File: src/rtl/phy_rx_deserializer.sv
// Oversampled serial-to-parallel receiver with a show-ahead output FIFO and sticky overflow.
// Optional macro PHY_RX_MAJORITY_EN selects a 2-of-3 majority bit decision around mid-bit.
module phy_rx_deserializer #(
    parameter int DATA_W     = 8,
    parameter int OSR        = 4,
    parameter int FIFO_DEPTH = 4
) (
    input  logic                        clk_160mhz,
    input  logic                        reset_n,
    input  logic                        en,
    input  logic                        RX,
    input  logic                        clr_ovf,
    input  logic                        out_ready,
    output logic                        out_valid,
    output logic [DATA_W-1:0]           RX_data,
    output logic [$clog2(FIFO_DEPTH):0] fifo_count,
    output logic                        overflow
);
    localparam int PH_W  = $clog2(OSR);
    localparam int BIT_W = $clog2(DATA_W);
    localparam int PTR_W = $clog2(FIFO_DEPTH);
    localparam int CNT_W = PTR_W + 1;
    localparam logic [PH_W-1:0]  PH_LAST  = PH_W'(OSR - 1);
    localparam logic [PH_W-1:0]  PH_MID   = PH_W'(OSR / 2);
    localparam logic [BIT_W-1:0] BIT_LAST = BIT_W'(DATA_W - 1);
    localparam logic [CNT_W-1:0] CNT_FULL = CNT_W'(FIFO_DEPTH);

    typedef enum logic {IDLE, RUN} state_t;

    state_t             state_q, state_d;
    logic [1:0]         sync_q;
    logic [PH_W-1:0]    phase_q, phase_d;
    logic [BIT_W-1:0]   bit_q, bit_d;
    logic [DATA_W-1:0]  shift_q, shift_d;
    logic               push_q, push_d;
    logic [PTR_W-1:0]   rd_ptr_q, rd_ptr_d, wr_ptr_q, wr_ptr_d;
    logic [CNT_W-1:0]   count_q, count_d;
    logic               ovf_q, ovf_d;
    logic [DATA_W-1:0]  mem_q [FIFO_DEPTH];

    logic rx_s, run, decide, bit_val;
    logic pop, full, drop, wr_en;

    assign rx_s = sync_q[1];
    // Counting starts the cycle after en is seen high and stops as soon as en drops.
    assign run  = (state_q == RUN) && en;

`ifdef PHY_RX_MAJORITY_EN
    localparam logic [PH_W-1:0] PH_PRE = PH_W'(OSR / 2 - 1);
    localparam logic [PH_W-1:0] PH_DEC = PH_W'(OSR / 2 + 1);
    logic [1:0] early_q, early_d;

    assign decide  = run && (phase_q == PH_DEC);
    assign bit_val = (early_q[1] & early_q[0]) | (early_q[1] & rx_s) | (early_q[0] & rx_s);

    always_comb begin
        early_d = early_q;
        if (!run)
            early_d = 2'b00;
        else if (phase_q == PH_PRE)
            early_d[1] = rx_s;
        else if (phase_q == PH_MID)
            early_d[0] = rx_s;
    end

    always_ff @(posedge clk_160mhz) begin
        if (!reset_n) early_q <= 2'b00;
        else          early_q <= early_d;
    end
`else
    assign decide  = run && (phase_q == PH_MID);
    assign bit_val = rx_s;
`endif

    always_comb begin
        state_d = en ? RUN : IDLE;
        phase_d = phase_q;
        bit_d   = bit_q;
        shift_d = shift_q;
        push_d  = 1'b0;
        if (!run) begin
            phase_d = '0;
            bit_d   = '0;
            shift_d = '0;
        end else begin
            phase_d = (phase_q == PH_LAST) ? '0 : phase_q + 1'b1;
            if (decide) begin
                shift_d = {shift_q[DATA_W-2:0], bit_val};
                if (bit_q == BIT_LAST) begin
                    bit_d  = '0;
                    push_d = 1'b1;
                end else begin
                    bit_d = bit_q + 1'b1;
                end
            end
        end
    end

    assign out_valid  = (count_q != '0);
    assign RX_data    = out_valid ? mem_q[rd_ptr_q] : '0;
    assign fifo_count = count_q;
    assign overflow   = ovf_q;

    // A push into a full FIFO still lands if the head is popped in the same cycle.
    assign pop   = out_valid && out_ready;
    assign full  = (count_q == CNT_FULL);
    assign drop  = push_q && full && !pop;
    assign wr_en = push_q && !drop;

    always_comb begin
        rd_ptr_d = pop   ? rd_ptr_q + 1'b1 : rd_ptr_q;
        wr_ptr_d = wr_en ? wr_ptr_q + 1'b1 : wr_ptr_q;
        count_d  = count_q;
        case ({wr_en, pop})
            2'b10:   count_d = count_q + 1'b1;
            2'b01:   count_d = count_q - 1'b1;
            default: count_d = count_q;
        endcase
        ovf_d = drop | (ovf_q & ~clr_ovf);
    end

    always_ff @(posedge clk_160mhz) begin
        if (!reset_n) begin
            state_q  <= IDLE;
            sync_q   <= 2'b11;
            phase_q  <= '0;
            bit_q    <= '0;
            shift_q  <= '0;
            push_q   <= 1'b0;
            rd_ptr_q <= '0;
            wr_ptr_q <= '0;
            count_q  <= '0;
            ovf_q    <= 1'b0;
        end else begin
            state_q  <= state_d;
            sync_q   <= {sync_q[0], RX};
            phase_q  <= phase_d;
            bit_q    <= bit_d;
            shift_q  <= shift_d;
            push_q   <= push_d;
            rd_ptr_q <= rd_ptr_d;
            wr_ptr_q <= wr_ptr_d;
            count_q  <= count_d;
            ovf_q    <= ovf_d;
        end
    end

    // Storage needs no reset: RX_data is masked while the FIFO is empty.
    always_ff @(posedge clk_160mhz) begin
        if (wr_en) mem_q[wr_ptr_q] <= shift_q;
    end

endmodule

File: config.mk
export PLATFORM = sky130hd
export DESIGN_NAME = phy_rx_deserializer
export DESIGN_NICKNAME = d
export VERILOG_FILES = /design/src/rtl/phy_rx_deserializer.sv
export SDC_FILE = /design/constraint.sdc
export NUM_CORES = 1
export LEC_CHECK = 0
export BUFFER_PORTS_ARGS = -buffer_cell sky130_fd_sc_hd__buf_2
export CELL_PAD_IN_SITES_DETAIL_PLACEMENT = 0
export CELL_PAD_IN_SITES_GLOBAL_PLACEMENT = 1
export CORE_MARGIN = 1
export CORE_UTILIZATION = 52
export CTS_CLUSTER_SIZE = 10
export DETAILED_ROUTE_END_ITERATION = 16
export PLACE_DENSITY_LB_ADDON = 0.1
export SLEW_MARGIN = 40
export SYNTH_ARGS = -nofsm -noshare
export SYNTH_HDL_FRONTEND = slang
export SYNTH_SLANG_ARGS = --single-unit
File: constraint.sdc
create_clock -name clk_160mhz -period 4.7 [get_ports clk_160mhz]
set_input_delay 1.41 -clock clk_160mhz [delete_from_list [all_inputs] [get_ports clk_160mhz]]
set_output_delay 1.41 -clock clk_160mhz [all_outputs]
set_load 0.02 [all_outputs]
==> impl_metrics.py <==
metrics = {
    "power": {
        "p_total_uw": 913,
        "seqPwrFrac_pct": 59.1,
        "internal-power_uw": 729,
        "power.density_mw_per_mm2": 342,
        "leakagePower_nw": 0.954,
        "swShare_pct": 20.1,
        "ir_worst_vdd_uv": 224,
        "p_sw_uw": 183,
        "combPwrFrac_pct": 0.9,
        "clkPwrFrac_pct": 39.9,
    },
    "setup_path": {
        "start_kind": "flop",
        "cp.required_ps": 3290,
        "path_max_fanout": 8,
        "crit_type": "flop to primary output",
        "crit_arrival_ps": 1890,
        "cp-end-kind": "primary output",
    },
    "synth": {
        "synthFlopType": "edfxtp_1",
        "seq_area_frac_synth_pct": 62.3,
        "synth_cell_types": 34,
        "async_reset_ff_share_pct": 0,
        "syn-mean-instance-area_um2": 13.8,
        "synth_area_mm2": 0.00241,
        "ys_warn_count": 0,
        "synth-seq-cells": 59,
        "syn-num-nets": 189,
        "synth_cells": 174,
        "synth_edf_count": 32,
    },
    "global_routing": {
        "grt_pass1_vias": 1297,
        "grt_usage_pct": 17.9,
        "grt_max_degree": 15,
        "grt_pass1_wl_um": 6210,
        "antenna_found_initial": 0,
        "grt_remaining_overflow": 0,
    },
    "place": {
        "gp_congestion": 0.770,
        "port_buffers": 18,
        "hpwlAfterDp_um": 2450,
    },
    "clock_tree": {
        "tritoncts": "yes",
        "cts_hold_buffers": 0,
        "insertion_delay_ps": 330,
        "htreeDepth": 3,
        "clk_transition_reported_paths_ps": 60,
        "postCtsSetupRepairBufs": 0,
        "cts_sinks": 59,
        "postCtsResizedCells": 0,
        "clockRootBuffer": "clkbuf_8",
        "cts_buffers": 9,
        "clock_path_buffers": 2,
    },
    "die": {
        "die_x_um": 70.1,
        "start_util_pct": 54.6,
        "core_area_mm2": 0.00441,
        "std_cell_rows": 24,
        "dieHeight_um": 70.1,
        "io_pins": 19,
        "dieArea_mm2": 0.00491,
    },
    "sta": {
        "finalCriticalPeriod_ps": 3300,
        "hold_violations": 0,
        "fmax_mhz": 303,
        "relSlewSlack_pct": 54.0,
        "finalSetupViolCount": 0,
        "period_share_pct": 70.2,
        "finClkSkew_ps": 7.09,
        "rsz0062_at_grt": "no",
        "setup-tns-final_ps": 0,
        "slew_viol_final": 0,
        "worst_slew_pin_slew_ps": 689,
    },
    "drt": {
        "wl_um": 3770,
        "final_antenna_net_count": 0,
        "dr_total_vias": 1313,
        "vias_per_cell": 5.23,
        "first_iter_violations": 113,
        "wire_per_inst_um": 15.0,
        "drc": 0,
        "drt_pass1_iterations": 4,
    },
    "final_layout": {
        "post-route-util_pct": 60.5,
        "syn2layout_area_growth_pct": 11.0,
        "antenna_cells": 0,
        "drive_above_1_share_pct": 20.6,
        "nets": 209,
        "n_fill_cell": 352,
    },
    "min_path": {
        "hp-class": "flop to flop",
    },
    "flow_run": {
        "maxCapViolCount": 0,
    },
    "status": {
        "outcome": "finished, final reports clean",
    },
}
[final timing paths]
check | startpoint | endpoint | slack, ps | depth (start not counted)
worst min register to register | sync_q[0]$_SDFF_PN1_ | sync_q[1]$_SDFF_PN1_ | 400 | 1
worst max-delay path | flop | RX_data[0] | 1400 | 3
worst min-delay path | sync_q[0]$_SDFF_PN1_ | sync_q[1]$_SDFF_PN1_ | 400 | 1
worst max register to register | fifo_count[2]$_SDFFE_PN0P_ | fifo_count[1]$_SDFFE_PN0P_ | 2720 | 6
[layout by cell type, fill, tap and decap left out, types with 2 or more instances in the layout]
cell and instances:
and2b_1 8, clkinv_2 3, a21oi_1 3, clkbuf_8 9
mux2i_1 13, nand2_1 5, buf_2 18, dfxtp_1 27
nand2b_1 4, nor3_1 2, xor2_1 2, ha_1 8
inv_1 8, nand3_1 3, and3_1 4, o21ai_0 2
edfxtp_1 32, nor2_1 20, mux4_2 8, clkbuf_1 3
[metal layers]
metal / vias to the layer above / wire length, um / track usage (%)
met5: - / 0 / 0
met4: 0 / 80 / 10.7
met3: 7 / 161 / 6.35
met2: 31 / 1900 / 29.8
met1: 614 / 1630 / 19.5
li1: 661 / - / -
[logic make-up after synthesis]
kind of cell               Yosys count  share of synthesized area, %
AOI/OAI and AO/OA                   12                          3.53
xor gates and xnor gates             3                          1.09
adders and majority gates            9                          4.99
buffers and inverters               17                          3.32
DFF                                 59                          62.3
muxes                               21                          12.9
and+or+nand+nor                     53                          11.8
[flip-flops by register name, indices dropped and copies added, names as in the netlist, named ones only]
register    cells
bit_q           3
fifo_count      3
mem_q          32
overflow        1
phase_q         2
push_q          1
rd_ptr_q        2
shift_q         8
state_q         1
sync_q          2
wr_ptr_q        2
[metrics by stage]
| step | std cells | setup slack, ps | cell area (um2) | hold WS [ps] |
|---|---|---|---|---|
| after global routing | 251 | 1250 | 2670 | 422 |
| after global placement | 235 | 1660 | 2510 | 394 |
| after CTS | 251 | 1330 | 2670 | 404 |
| after floorplan | 174 | 2020 | 2410 | 386 |
| after detailed placement | 235 | 1690 | 2520 | 391 |
| final | 251 | 1400 | 2670 | 404 |
[critical path, stage by stage (launching register included)]
cell and delay, ps:
dfxtp_1 670, mux4_2 580, and2b_1 170, buf_2 150
[power by group through the flow]
stage | combinational, mW | sequential (mW) | clock [mW]
2_1_floorplan | 0.00513 | 0.551 | 0
4_1_cts | 0.00861 | 0.540 | 0.371
6_report | 0.00857 | 0.540 | 0.364
3_5_place_dp | 0.00858 | 0.551 | 0
5_1_grt | 0.00960 | 0.540 | 0.399
3_3_place_gp | 0.00808 | 0.551 | 0
[synth_stat cells (all sizes together), types with 2 or more instances]
library cell / n / area (um2)
mux2i: 13 / 130
and3: 4 / 25.0
nor2: 20 / 75.1
dfxtp: 27 / 541
nand3: 3 / 15.0
nor3: 3 / 15.0
nand2: 5 / 18.8
o21ai: 2 / 10.0
xor2: 2 / 17.5
inv: 8 / 30.0
edfxtp: 32 / 961
a21oi: 3 / 15.0
buf: 8 / 46.3
mux4: 8 / 180
ha: 8 / 100
and2b: 8 / 60.1
nand2b: 4 / 25.0
[layout make-up]
cell class / count / area [um2] / area share, %
clock buffers: 12 / 135 / 5.06
repair buffers: 18 / 90.1 / 3.37
inverters: 8 / 30.0 / 1.12
multi-input cells: 98 / 832 / 31.1
flip-flops and latches: 59 / 1500 / 56.2
clock inverters: 4 / 18.8 / 0.702
well taps: 52 / 65.1 / 2.43
Note: power is estimated with default switching activity, not from simulation.
